$ cat config.mk
export PLATFORM = sky130hd
export DESIGN_NAME = spi_register_bank
export DESIGN_NICKNAME = d
export VERILOG_FILES = /design/src/rtl/spi_register_bank.sv
export SDC_FILE = /design/constraint.sdc
export NUM_CORES = 1
export LEC_CHECK = 0
export ABC_AREA = 0
export BUFFER_PORTS_ARGS = -buffer_cell sky130_fd_sc_hd__buf_4
export CAP_MARGIN = 20
export CORE_AREA = 10 10 239 241
export CTS_CLUSTER_DIAMETER = 50
export CTS_CLUSTER_SIZE = 12
export DETAILED_ROUTE_END_ITERATION = 7
export DIE_AREA = 0 0 249 251
export GPL_TIMING_DRIVEN = 0
export PLACE_DENSITY = 0.45
export SLEW_MARGIN = 20
export SYNTH_ARGS = -nofsm -noshare
export SYNTH_HDL_FRONTEND = slang
export SYNTH_SLANG_ARGS = --single-unit
$ cat constraint.sdc
create_clock -name clk -period 2 [get_ports clk]
set_clock_uncertainty 0.1 [all_clocks]
set_input_delay 0.4 -clock clk [delete_from_list [all_inputs] [get_ports clk]]
set_output_delay 0.4 -clock clk [all_outputs]
set_load 0.1 [all_outputs]
$ cat src/rtl/spi_register_bank.sv
// Command decoder and register bank behind the SPI slave: first word per frame is a command, later words are burst data.
// Optional SPI_REG_AUTOINC_EN: advance the address after every data word (otherwise the address stays fixed per frame).
module spi_register_bank #(
  parameter int DATA_WIDTH = 16,
  parameter int ADDR_WIDTH = 4
) (
  input  logic                  clk,
  input  logic                  reset,
  input  logic                  cs,
  input  logic                  new_data_flag,
  input  logic [DATA_WIDTH-1:0] data_received,
  output logic                  clear_new_data_flag,
  output logic [DATA_WIDTH-1:0] data_to_send,
  output logic                  wr_strobe,
  output logic [ADDR_WIDTH-1:0] wr_addr,
  output logic [DATA_WIDTH-1:0] wr_data,
  input  logic [ADDR_WIDTH-1:0] local_addr,
  output logic [DATA_WIDTH-1:0] local_rd_data,
  output logic                  frame_active
);
  localparam int DEPTH = 1 << ADDR_WIDTH;
`ifdef SPI_REG_AUTOINC_EN
  localparam bit AUTOINC = 1'b1;
`else
  localparam bit AUTOINC = 1'b0;
`endif

  typedef enum logic [1:0] {IDLE, CMD, DATA, ACK} state_t;

  state_t                           state, ret;
  logic [DEPTH-1:0][DATA_WIDTH-1:0] bank;
  logic [ADDR_WIDTH-1:0]            addr, next_addr;
  logic                             wr_mode;
  logic                             cs_q, cs_s;

  assign next_addr     = AUTOINC ? addr + ADDR_WIDTH'(1) : addr;
  assign local_rd_data = bank[local_addr];
  assign frame_active  = (state != IDLE);

  always_ff @(posedge clk or negedge reset) begin
    if (!reset) begin
      state               <= IDLE;
      ret                 <= IDLE;
      bank                <= '0;
      addr                <= '0;
      wr_mode             <= 1'b0;
      cs_q                <= 1'b1;
      cs_s                <= 1'b1;
      clear_new_data_flag <= 1'b0;
      data_to_send        <= '0;
      wr_strobe           <= 1'b0;
      wr_addr             <= '0;
      wr_data             <= '0;
    end else begin
      cs_q      <= cs;
      cs_s      <= cs_q;
      wr_strobe <= 1'b0;
      // Reads follow the current address one clk after it settles, long before the next SPI word boundary.
      data_to_send <= (!wr_mode && (state == ACK || state == DATA)) ? bank[addr] : '0;
      if (cs_s) begin
        state               <= IDLE;
        clear_new_data_flag <= 1'b0;
      end else begin
        case (state)
          IDLE: state <= CMD;
          CMD: if (new_data_flag) begin
            wr_mode             <= data_received[DATA_WIDTH-1];
            addr                <= data_received[ADDR_WIDTH-1:0];
            ret                 <= DATA;
            clear_new_data_flag <= 1'b1;
            state               <= ACK;
          end
          DATA: if (new_data_flag) begin
            if (wr_mode) begin
              bank[addr] <= data_received;
              wr_strobe  <= 1'b1;
              wr_addr    <= addr;
              wr_data    <= data_received;
            end
            addr                <= next_addr;
            ret                 <= DATA;
            clear_new_data_flag <= 1'b1;
            state               <= ACK;
          end
          // Hold the ack until the slave drops its flag so each word is consumed exactly once.
          ACK: if (!new_data_flag) begin
            clear_new_data_flag <= 1'b0;
            state               <= ret;
          end
          default: state <= IDLE;
        endcase
      end
    end
  end
endmodule

== After elaboration in Yosys (flattened, before gate mapping) ==
Cells that the tools add are included.

* Word-level logic and storage cells: 69
* Output and inout port bits: 55
* Flip-flop bits (word level): 304
* Bits of input ports: 24

* $lt $le $gt $ge: 3
* Equality and inequality tests: 5
* Bitwise gates (word level): 1
* Reduce and logical (&&, ||, !) cells: 13
* Muxes and demuxes: 20

{| class="wikitable"
|+ Operators with widths
! cell !! number
|-
| 256-bit bitwise mux || 1
|-
| 16-bit binary-select mux with 4-bit select || 2
|-
| 16-bit demux with 4-bit select || 1
|-
| 16-bit 2-to-1 mux || 4
|-
| 4-bit by 5-bit less-than comparator with 1-bit output (second input constant) || 2
|-
| 3-bit AND reduction || 3
|-
| 1-bit 2-to-1 mux || 7
|-
| 2-bit 2-to-1 mux || 3
|-
| 2-bit one-hot mux with 3 select lines || 1
|-
| 2-bit == test (second input constant) || 2
|-
| 4-bit by 1-bit greater-or-equal comparator with 1-bit output (second input constant) || 1
|-
| 4-bit AND reduction || 1
|-
| 3-bit by 1-bit != test with 1-bit output (second input constant) || 1
|-
| 3-bit != test (second input constant) || 1
|-
| 3-bit nonzero test || 1
|-
| 2-bit by 1-bit == test with 1-bit output (second input constant) || 1
|-
| 1-bit logical AND || 2
|-
| 2-bit zero test || 1
|-
| 1-bit one-hot mux with 2 select lines || 1
|-
| 2-bit AND reduction || 1
|-
| 2-bit nonzero test || 1
|-
| 2-bit OR reduction || 1
|-
| 1-bit zero test || 1
|-
| 1-bit logical OR || 1
|-
| 1-bit NOT || 1
|}

== Depth between registers and ports, before layout ==
Gate-level depths: netlist (run 1).

* Word-level depth: 5
* Gate-level depth with buffers: 8
* Gate-level depth less buffers: 6

== Least setup slack after synthesis (run 1) ==
OpenSTA, ideal clock, no wires.

* Kind: input to output
* Start point: input local_addr[0]
* End point: output local_rd_data[10]
* Cell stages on the path: 5
* Path buffers: 2
* Path slack: -0.680 ns
* Data arrival time: 2.180 ns
* Required time: 1.500 ns
* Cell sequence: buf_2 buf_2 mux4_2 a22oi_1 nand2_1

* Cells in the longest elaborated chain, start to end: 2

{| class="wikitable"
|+ RTL lines
! element !! RTL line !! RTL
|-
| from (decl) || 17 || <nowiki>input logic [ADDR_WIDTH-1:0] local_addr,</nowiki>
|-
| 16-bit binary-select mux with 4-bit select || 37 || <nowiki>assign local_rd_data = bank[local_addr];</nowiki>
|-
| 16-bit 2-to-1 mux (not written as such) || 37 ||
|-
| to (decl) || 18 || <nowiki>output logic [DATA_WIDTH-1:0] local_rd_data,</nowiki>
|}

Every way passes these cells. The select of a mux whose other input is x is not followed.

== Final worst setup path (run 1) ==
* Start point: input local_addr[1]
* End point: output local_rd_data[7]

Same word-level chain as after synthesis.

==> results of run 1 <==
-- cell usage after synthesis, drive strengths merged (6+ instances only) --
cell    number
clkbuf      42
nand2       81
mux2i       16
dfrtp      302
o211ai      16
nor3         9
buf         50
mux4       128
mux2       262
a22oi       32
ha           6
nand3       34
-- flip-flops by register name, summed over array words and instances (netlist names), 2 cells and up --
name          cells
addr              4
bank            256
data_to_send     16
state             2
wr_addr           4
wr_data          16
-- stage by stage --
step                setup slack (ps)  hold WS, ps  std cells  power (mW)  setup TNS (ps)
floorplan                       -131         4.41       1016        9.48           -3020
global placement               -2660          246       1780        10.7         -902370
detailed placement              -842          249       1784        10.7         -131160
CTS                             -625         9.53       1909        19.8          -58310
global route                    -643         42.5       1954        20.6          -61640
finish                          -598         48.2       1954        19.9          -50480
-- power by group --
part	switching (mW)	internal (mW)	leakage, nW	total (mW)
sequential	0.222	6.49	4.21	6.71
combinational	2.83	1.76	4.87	4.59
clock	3.12	5.44	0.765	8.56
-- cells by family (layout without fill, tap and decap cells) --
logic type	Yosys count	in the layout
AOI/OAI and AO/OA	56	56
adders and majority gates	6	6
buffers and inverters	98	348
DFF	304	304
muxes	406	406
and+or+nand+nor	146	146
-- final timing paths --
kind,cells after the start,from,endpoint
min reg2reg,0,cs_q,cs_s
max in group asynchronous,6,reset,wr_data[13]
max,6,local_addr[1],local_rd_data[7]
max reg2reg,8,state[0],bank[24]
min,2,data_received[13],bank[237]
min in group asynchronous,3,reset,bank[128]
-- per-layer routing --
metal  vias to the layer above  track usage (%)  share of wire (%)
li1                       4314                -                  -
met1                      5438             22.1                 47
met2                       185             24.8                 47
met3                        58             2.93                4.0
met4                         0             4.72                2.1
met5                         -                0                  0
-- final cells by class --
type                       count  area (um2)
tap                          688         861
inverter                       6        37.5
timing repair buffer         180        2130
multi-input combinational    614        8310
sequential                   304        7610
clock buffer                  50        1180
buffer                        85         932
fill                        4739       30800
clock inverter                27         408
-- repair_timing --
action                                  in CTS  in global routing
cloned                                       4                 11
gates resized for setup                    301                116
hold buffers                                 3                  0
endpoints found under the setup margin     310                358
pin swaps                                   33                 33
setup buffers                               47                 42
hold endpoints to repair                    51                  0
==> metrics.md, run 1 <==
| Metric | Value |
|---|---|
| Worst R2R Setup Slack | `-350 ps` |
| Detailed router's first-iteration violation count | `between 600 and 700` |
| CP max stage delay | `approximately 360 ps` |
| Antenna Cells | `0` |
| Layout cells sized above 1 | `63.1%` |
| WL/cell | `approximately 26 um` |
| Grt total ovfl | `0` |
| Initial antenna violation count | `0` |
| Post-synthesis mux area share | `39.5%` |
| CP Launch Type | `input pin` |
| Synth area leaders | `dfrtp_1, mux4_2, mux2_2` |
| HP Class | `input pin to flop` |
| Vias per cell | `5.12` |
| H-tree levels | `2` |
| Final worst slack | `-598 ps` |
| Dominant cell type by area after synthesis | `dfrtp_1` |
| Num Clock Sinks | `304` |
| Vias in the first global route | `approximately 11,000` |
| Peak VDD IR | `0.500 mV` |
| DRC Markers | `0` |
| Final Max Tran Viols | `0` |
| Register area share after synthesis | `49.2%` |
| Fin. Hold Viols | `0` |
| Setup violations, final | `~260` |
| Worst EP required | `~1500 ps` |
| Share of flip-flops with an asynchronous set or reset | `100%` |
| Initial core utilization | `29.6%` |
| Tot GR Track Use | `between 10% and 20%` |
| Crit path max-delay cell type | `clkbuf_4` |
| Final Util | `between 40% and 50%` |
| Layout area overhead | `38.8%` |
| Maximum clock path buffer count | `3` |
| Synth top area share | `a little under 50%` |
| DP HPWL | `34,500 um` |
| I/O pins | `79` |
| Critical path class | `input pin to primary output` |
| CTS tree | `done` |
| Status | `finished with violations` |
| Std cell rows | `84` |
| Post-Synthesis Cells | `1,016` |
| DRT antenna net count | `0` |
| Die H | `251 um` |
| Synthesized cell area | `15,500 um2` |
| Global placer's final weighted congestion | `between 0.7 and 0.8` |
| Endpoint class of the critical path | `primary output` |
| Final instance area | `around 21,000 um2` |
| Number of flops mapped to enable cells by yosys | `0` |
| Syn Nets | `1,046` |
| Tmin final | `around 2600 ps` |
| Flops & latches, synth | `approximately 300` |
| Worst-path cell chain | `clkbuf_2 > clkbuf_4 > mux4_2 > a22oi_2 > nand2_4 > buf_12` |
| Simple-gate portion of the synthesized area | `4.99%` |
| Normalized max-slew margin | `54.7%` |
| Vias post-DR | `about 10,000` |
| Pwr Density | `925 nW/um2` |
| Failing checks | `setup timing` |
| Most frequent cells in the layout | `dfrtp_1, mux2_4, mux4_2` |
| Cts bufs inserted | `43` |
| Core box area | `~52,000 um2` |
| Synth cell types | `36` |
| Worst Max-Slew Pin Slew | `680 ps` |
| RSZ-0062 raised after global routing | `yes` |
| Delay-heaviest family, CP | `buffers and inverters` |
| Xor/xnor share of the synthesized area | `0%` |
| DIE WIDTH | `249 um` |
| Synth Flop Type | `dfrtp_1` |
| First-pass GRT wire length | `75,600 um` |
| Max-cap violations | `0` |
| Commonest non-fill, non-tap cell in the layout | `dfrtp_1` |
| Synth warnings | `0` |
| Port Buf Inserts | `76` |
| Critical path buffer and inverter count | `3` |
| Final #Nets | `1,264` |
| Adder-cell share of the synthesized area | `0.485%` |
| WP data arrival | `2100 ps` |
| Insertion delay to the later sink of the worst-skew pair | `between 500 and 600 ps` |
| CTS clk-pin slew, worst paths | `60 ps` |
| Detailed-route wire length | `51,700 um` |
| TritonRoute pass-1 iters | `5` |
| Dpl cell area | `17,500 um2` |
| Leak | `9.84 nW` |
| Max frequency | `385 MHz` |
| Synth Area in Compound Gates | `2.73%` |
| Synth Area per Inst | `around 15 um2` |
| Max FO, Critical Path | `10` |
| Die ar. | `62,500 um2` |
| Crit share post-route | `130%` |
| Root Driver | `clkbuf_16` |
| Largest net degree at the start of global routing | `72` |
| Main combinational cell family by area after synthesis | `multiplexers` |
Note: power is estimated with default switching activity, not from simulation.
==> run 2: changes to the inputs <==
ABC_AREA = 1   (was 0)
CORE_AREA = 10 10 248 250   (was 10 10 239 241)
DIE_AREA = 0 0 258 260   (was 0 0 249 251)
GPL_TIMING_DRIVEN = unset   (was 0)
==> run 2 against run 1 <==
Non-clock buffer count up 15. Global-route usage is 2.2 points higher. Core utilization decreased by 3.0 points. Highest routed layer unchanged. Sequential power rose by 5.8%. Power rose by 9.2%. Fmax grew 20%. Via count increased by 56%. Setup slack better by 430 ps. The flow still finishes with violations (setup timing). Cell area is 0.20% lower. Sequential share of layout area grew 0.084 points. Die area is 7.3% higher.
==> metrics.md, run 2 <==
| Metric | Value |
|---|---|
| Status | `finished with violations` |
| Failing checks | `setup timing` |
| Fin. Hold Viols | `0` |
| DRT antenna net count | `0` |
| Flops & latches, synth | `just over 300` |
| Synth Area per Inst | `7.21 um2` |
| Vias per cell | `4.77` |
| Max-cap violations | `0` |
| Synthesized cell area | `16,700 um2` |
| Dominant cell type by area after synthesis | `dfrtp_1` |
| Num Clock Sinks | `304` |
| H-tree levels | `2` |
| Largest regs | `bank: 256 flops, data_to_send: 16 flops, wr_data: 16 flops` |
| Grt total ovfl | `0` |
| Most common cell in the synthesized netlist | `nand2_1` |
| TritonRoute pass-1 iters | `5` |
| Die H | `260 um` |
| Vias in the first global route | `15,343` |
| First-pass GRT wire length | `around 95,000 um` |
| Critical path buffer and inverter count | `2` |
| HP Class | `input pin to flop` |
| Final #Nets | `2,506` |
| WL/cell | `around 19 um` |
| DIE WIDTH | `258 um` |
| Register area share after synthesis | `~45%` |
| Final Max Tran Viols | `0` |
| Setup violations, final | `16` |
| CTS tree | `done` |
| Share of flip-flops with an asynchronous set or reset | `100%` |
| Max FO, Critical Path | `2` |
| Crit path max-delay cell type | `dfrtp_1` |
| Normalized max-slew margin | `68.7%` |
| DRC Markers | `0` |
| Synth top area share | `a little under half` |
| Dpl ws | `-239 ps` |
| Maximum clock path buffer count | `3` |
| Antenna Cells | `0` |
| Worst Max-Slew Pin Slew | `approximately 470 ps` |
| Detailed router's first-iteration violation count | `approximately 1,100` |
| Root Driver | `clkbuf_16` |
| Hold slack | `between 200 and 250 ps` |
| Die ar. | `67,100 um2` |
| CP max stage delay | `around 350 ps` |
| Std cell rows | `between 80 and 90` |
| Worst-path cell chain | `inv_1 > a21oi_1 > o21ai_1 > nand3_1 > nand3_2 > nand2_4 > buf_12` |
| Number of flops mapped to enable cells by yosys | `0` |
| Largest net degree at the start of global routing | `60` |
| Synth cell types | `29` |
| Synth Flop Type | `dfrtp_1` |
| Delay-heaviest family, CP | `flip-flops` |
| Final worst slack | `-163 ps` |
| Endpoint class of the critical path | `primary output` |
| Worst EP required | `1500 ps` |
| I/O pins | `79` |
| WP data arrival | `1660 ps` |
| Synth warnings | `0` |
| Critical path class | `flop to primary output` |
| Port Buf Inserts | `78` |
| Post-Synthesis Cells | `2,322` |
| CP Launch Type | `flop` |
| Fillers | `5,817` |
| Layout area overhead | `28.0%` |
| Commonest non-fill, non-tap cell in the layout | `nand2_1` |
| Most frequent cells in the layout | `nand2_1, dfrtp_1, o21ai_1` |
| Max FFs per register | `256` |
| Cts bufs inserted | `44` |
| Initial antenna violation count | `0` |
| Synth area leaders | `dfrtp_1, nand2_1, o21ai_1` |
| Initial core utilization | `29.8%` |
| Vias post-DR | `approximately 16,000` |
| Total power | `21.7 mW` |
| Global placer's final weighted congestion | `0.797` |
| Syn Nets | `2,352` |
| Layout cells sized above 1 | `approximately a fifth` |
| Pwr Density | `just over 1000 nW/um2` |
| DP HPWL | `38,900 um` |
| Detailed-route wire length | `61,500 um` |
| Peak VDD IR | `0.545 mV` |
| RSZ-0062 raised after global routing | `yes` |
| Core box area | `between 50,000 and 60,000 um2` |
| CTS clk-pin slew, worst paths | `approximately 60 ps` |
| Leak | `10.5 nW` |
| Largest register by flop count | `bank` |
| Insertion delay to the later sink of the worst-skew pair | `570 ps` |
| Max frequency | `between 400 and 500 MHz` |
| Tot GR Track Use | `18.1%` |
| Synth cell count leaders | `nand2_1, dfrtp_1, o21ai_1` |
| Tmin final | `around 2200 ps` |
| Crit share post-route | `108%` |
[run 2: stage by stage]
stage | setup TNS [ps] | util [%] | instances | cell area (um2)
2_1_floorplan | 0 | - | 2322 | 16900
3_3_place_gp | -4070 | 33.4 | 3099 | 18800
3_5_place_dp | -5670 | 33.4 | 3099 | 18800
4_1_cts | -2700 | 37.6 | 3241 | 21200
5_1_grt | -3750 | 38.1 | 3263 | 21400
6_report | -2220 | 38.1 | 3263 | 21400
[run 2: final timing paths]
| kind | startpoint | to | slack [ps] | cells past startpoint |
|---|---|---|---|---|
| worst max-delay path | bank[212] | local_rd_data[4] | -160 | 7 |
| worst min-delay path | data_received[6] | bank[118] | 210 | 4 |
| worst max register to register | state[0] | bank[178] | 170 | 10 |
| worst min register to register | cs_q | cs_s | 250 | 0 |
| max in group asynchronous | reset | bank[172] | 860 | 3 |
| min in group asynchronous | reset | ret[1] | 220 | 2 |
[run 2: report_power, final]
group / switching (mW) / internal [mW] / leakage (nW)
Clock: 3.15 / 4.60 / 0.706
Combinational: 4.98 / 1.86 / 5.54
Sequential: 0.435 / 6.67 / 4.21
[run 2: kinds of logic after synthesis]
group                    count (synthesis)  share of synthesized area [%]
flip-flops                             304                           45.4
adder cells (fa/ha/maj)                  6                          0.448
buffers and inverters                  334                           9.46
AND/OR/NAND/NOR                       1211                           29.2
AO/OA/AOI/OAI                          467                           15.4
[run 2: area by class of cell]
class                           count  area, um2  share of cell area [%]
Clock buffer                       51       1200                    5.59
Inverter                          161        612                    2.85
Tap cell                          756        946                    4.41
Timing Repair Buffer              280       2840                    13.2
Multi-Input combinational cell   1685       7990                    37.3
Sequential cell                   304       7610                    35.5
Clock inverter                     26        239                    1.11
[run 2: per-layer routing]
layer  part of all wire (%)  routed length, um  global-route usage (%)  vias to the layer above
li1                       -                  -                       -                     7702
met1                     45              27400                    23.3                     7433
met2                     48              29600                    31.1                      348
met3                    4.5               2780                    2.66                       91
met4                    2.7               1690                    5.36                        0
met5                      0                  0                       0                        -
[run 2: repair_timing]
item | 4_1_cts | 5_1_grt
hold buffers | 3 | 0
hold endpoints to repair | 91 | 0
buffers inserted | 62 | 21
pin swaps | 45 | 40
endpoints found under the setup margin | 113 | 151
resized for setup | 107 | 44
cloned | 0 | 1
[run 2: worst reg2reg max path, cell delays in order, from the launching register on]
cell	delay (ps)
dfrtp_1	380
inv_2	80
ha_2	220
nand3_4	80
buf_12	160
nor2_8	150
buf_4	170
nand2_4	60
buf_4	190
nand2_1	70
o21ai_1	50
==> run 3: changes to the inputs <==
CTS_BUF_LIST = sky130_fd_sc_hd__clkbuf_2 sky130_fd_sc_hd__clkbuf_4 sky130_fd_sc_hd__clkbuf_8   (was unset)
RECOVER_POWER = 25   (was unset)
==> run 3 against run 2 <==
The flow still finishes with violations (setup timing). First-iteration DRC count fell by 3.2%. Power decreased by 9.9%. Clock power is 28% lower. Wire length shrank 0.93%. Global-route usage barely moved. Clock-buffer cell count unchanged. Worst hold slack got worse by 62 ps. Critical endpoint is now local_rd_data[8]. Largest cell class unchanged. Largest power group is now sequential cells.
==> metrics.md, run 3 (synthesis results as in run 2) <==
| Metric | Value |
|---|---|
| Status | `finished with violations` |
| Failing checks | `setup timing` |
| Vias in the first global route | `15,370` |
| Crit path max-delay cell type | `dfrtp_1` |
| Hold path startpoint | `data_received[4]` |
| Normalized max-slew margin | `about 22%` |
| First-pass GRT wire length | `~95,000 um` |
| RSZ-0062 raised after global routing | `yes` |
| Largest net degree at the start of global routing | `60` |
| Die H | `260 um` |
| Global placer's final weighted congestion | `0.797` |
| CTS tree | `done` |
| DP HPWL | `38,900 um` |
| CP startpoint | `bank[88]` |
| Final worst slack | `-224 ps` |
| Delay-heaviest family, CP | `flip-flops` |
| Tmin final | `2220 ps` |
| Final Util | `37.3%` |
| Root Driver | `clkbuf_8` |
| Max FFs per register | `256` |
| Endpoint class of the critical path | `primary output` |
| CP max stage delay | `390 ps` |
| Std cell rows | `87` |
| I/O pins | `slightly below 80` |
| Commonest non-fill, non-tap cell in the layout | `nand2_1` |
| Initial antenna violation count | `1` |
| Initial core utilization | `29.8%` |
| DIE WIDTH | `between 200 and 300 um` |
| Largest register by flop count | `bank` |
| Critical path buffer and inverter count | `2` |
| Worst Max-Slew Pin Slew | `1160 ps` |
| Leak | `10.3 nW` |
| WL/cell | `18.6 um` |
| Layout area overhead | `25.2%` |
| Peak VDD IR | `0.539 mV` |
| Final Max Tran Viols | `0` |
| Max FO, Critical Path | `2` |
| Setup violations, final | `16` |
| WP data arrival | `1720 ps` |
| Total power | `19.5 mW` |
| Max-cap violations | `0` |
| Reg2Reg Depth | `9` |
| Cts bufs inserted | `44` |
| CTS clk-pin slew, worst paths | `90 ps` |
| Insertion delay to the later sink of the worst-skew pair | `about 630 ps` |
| Crit share post-route | `111%` |
| Worst flop-to-flop path startpoint | `state[0]` |
| Core box area | `56,300 um2` |
| Worst EP required | `approximately 1500 ps` |
| Vias post-DR | `~15,000` |
| Die ar. | `roughly 67,000 um2` |
| WHS Path Cells | `4` |
| Detailed-route wire length | `about 61,000 um` |
| Grt total ovfl | `0` |
| Num Clock Sinks | `304` |
| Layout cells sized above 1 | `19.5%` |
| Levels on crit path | `7` |
| Final #Nets | `2,517` |
| Critical path class | `flop to primary output` |
| DRT antenna net count | `0` |
| Pwr Density | `just over 900 nW/um2` |
| TritonRoute pass-1 iters | `5` |
| Fin. Hold Viols | `0` |
| Most frequent cells in the layout | `nand2_1, dfrtp_1, o21ai_1` |
| Largest regs | `bank: 256 flops, data_to_send: 16 flops, wr_data: 16 flops` |
| Port Buf Inserts | `~80` |
| Vias per cell | `4.73` |
| Max frequency | `450 MHz` |
| CP Launch Type | `flop` |
| DRC Markers | `0` |
| Worst-path cell chain | `inv_2 > a21oi_2 > o21ai_1 > nand3_1 > nand3_2 > nand2_4 > buf_12` |
| Detailed router's first-iteration violation count | `1,084` |
| Tot GR Track Use | `18.1%` |
| Maximum clock path buffer count | `3` |
| H-tree levels | `2` |
| HP Class | `input pin to flop` |
## run 3: cell types whose count changed in the layout (fill, tap and decap cells not counted), sizes merged
cell,delta
buf,+4
clkbuf,+8
diode,+1
nand2,-1
## run 3: final cells by class
| class | count | area (um2) |
|---|---|---|
| fill | 5876 | 35300 |
| multi-input combinational | 1684 | 7980 |
| sequential | 304 | 7610 |
| timing repair buffer | 292 | 2870 |
| tap | 756 | 946 |
| clock buffer | 51 | 696 |
| inverter | 161 | 614 |
| clock inverter | 26 | 239 |
| antenna | 1 | 2.50 |
## run 3: where the power goes
part | internal, mW | switching [mW] | leakage [nW]
clock network | 2.68 | 2.87 | 0.478
registers | 6.66 | 0.432 | 4.21
logic | 1.91 | 4.99 | 5.58
total | 11.2 | 8.30 | 10.3
## run 3: metal layers
metal / track usage (%) / share of wire, %
met2: 31.5 / 49
met4: 4.74 / 2.2
met3: 2.39 / 3.6
met1: 23.3 / 46
met5: 0 / 0
## run 3: per-stage QoR
step / setup WS, ps / setup TNS, ps / cell area (um2) / instances / hold WS [ps]
after floorplan: 1.79 / 0 / 16900 / 2322 / 4.41
after global placement: -220 / -4070 / 18800 / 3099 / 225
after detailed placement: -239 / -5670 / 18800 / 3099 / 222
after CTS: -280 / -4180 / 20700 / 3251 / 98.3
after global routing: -337 / -17160 / 21000 / 3275 / 119
final: -224 / -3200 / 21000 / 3275 / 144
## run 3: timing repair
item	4_1_cts	5_1_grt
pin swaps	39	42
resized for setup	102	51
endpoints found under the setup margin	114	23
setup buffers	72	23
endpoints found under the hold margin	225	0
gates cloned	0	0
hold buffers	3	0
## run 3: worst register-to-register path, stage by stage, from the launching register on
cell	delay (ps)
dfrtp_1	390
inv_2	100
ha_1	240
nand3_4	90
buf_12	160
nor2_8	250
nand2_4	100
buf_4	210
nand2_1	80
o21ai_1	60
## run 3: path summary, 6_finish.rpt
check / slack (ps) / endpoint
min: 140 / bank[148]
max in group asynchronous: 30 / bank[182]
min reg2reg: 260 / cs_s
max: -220 / local_rd_data[8]
max reg2reg: 100 / bank[137]
min in group asynchronous: 430 / ret[1]
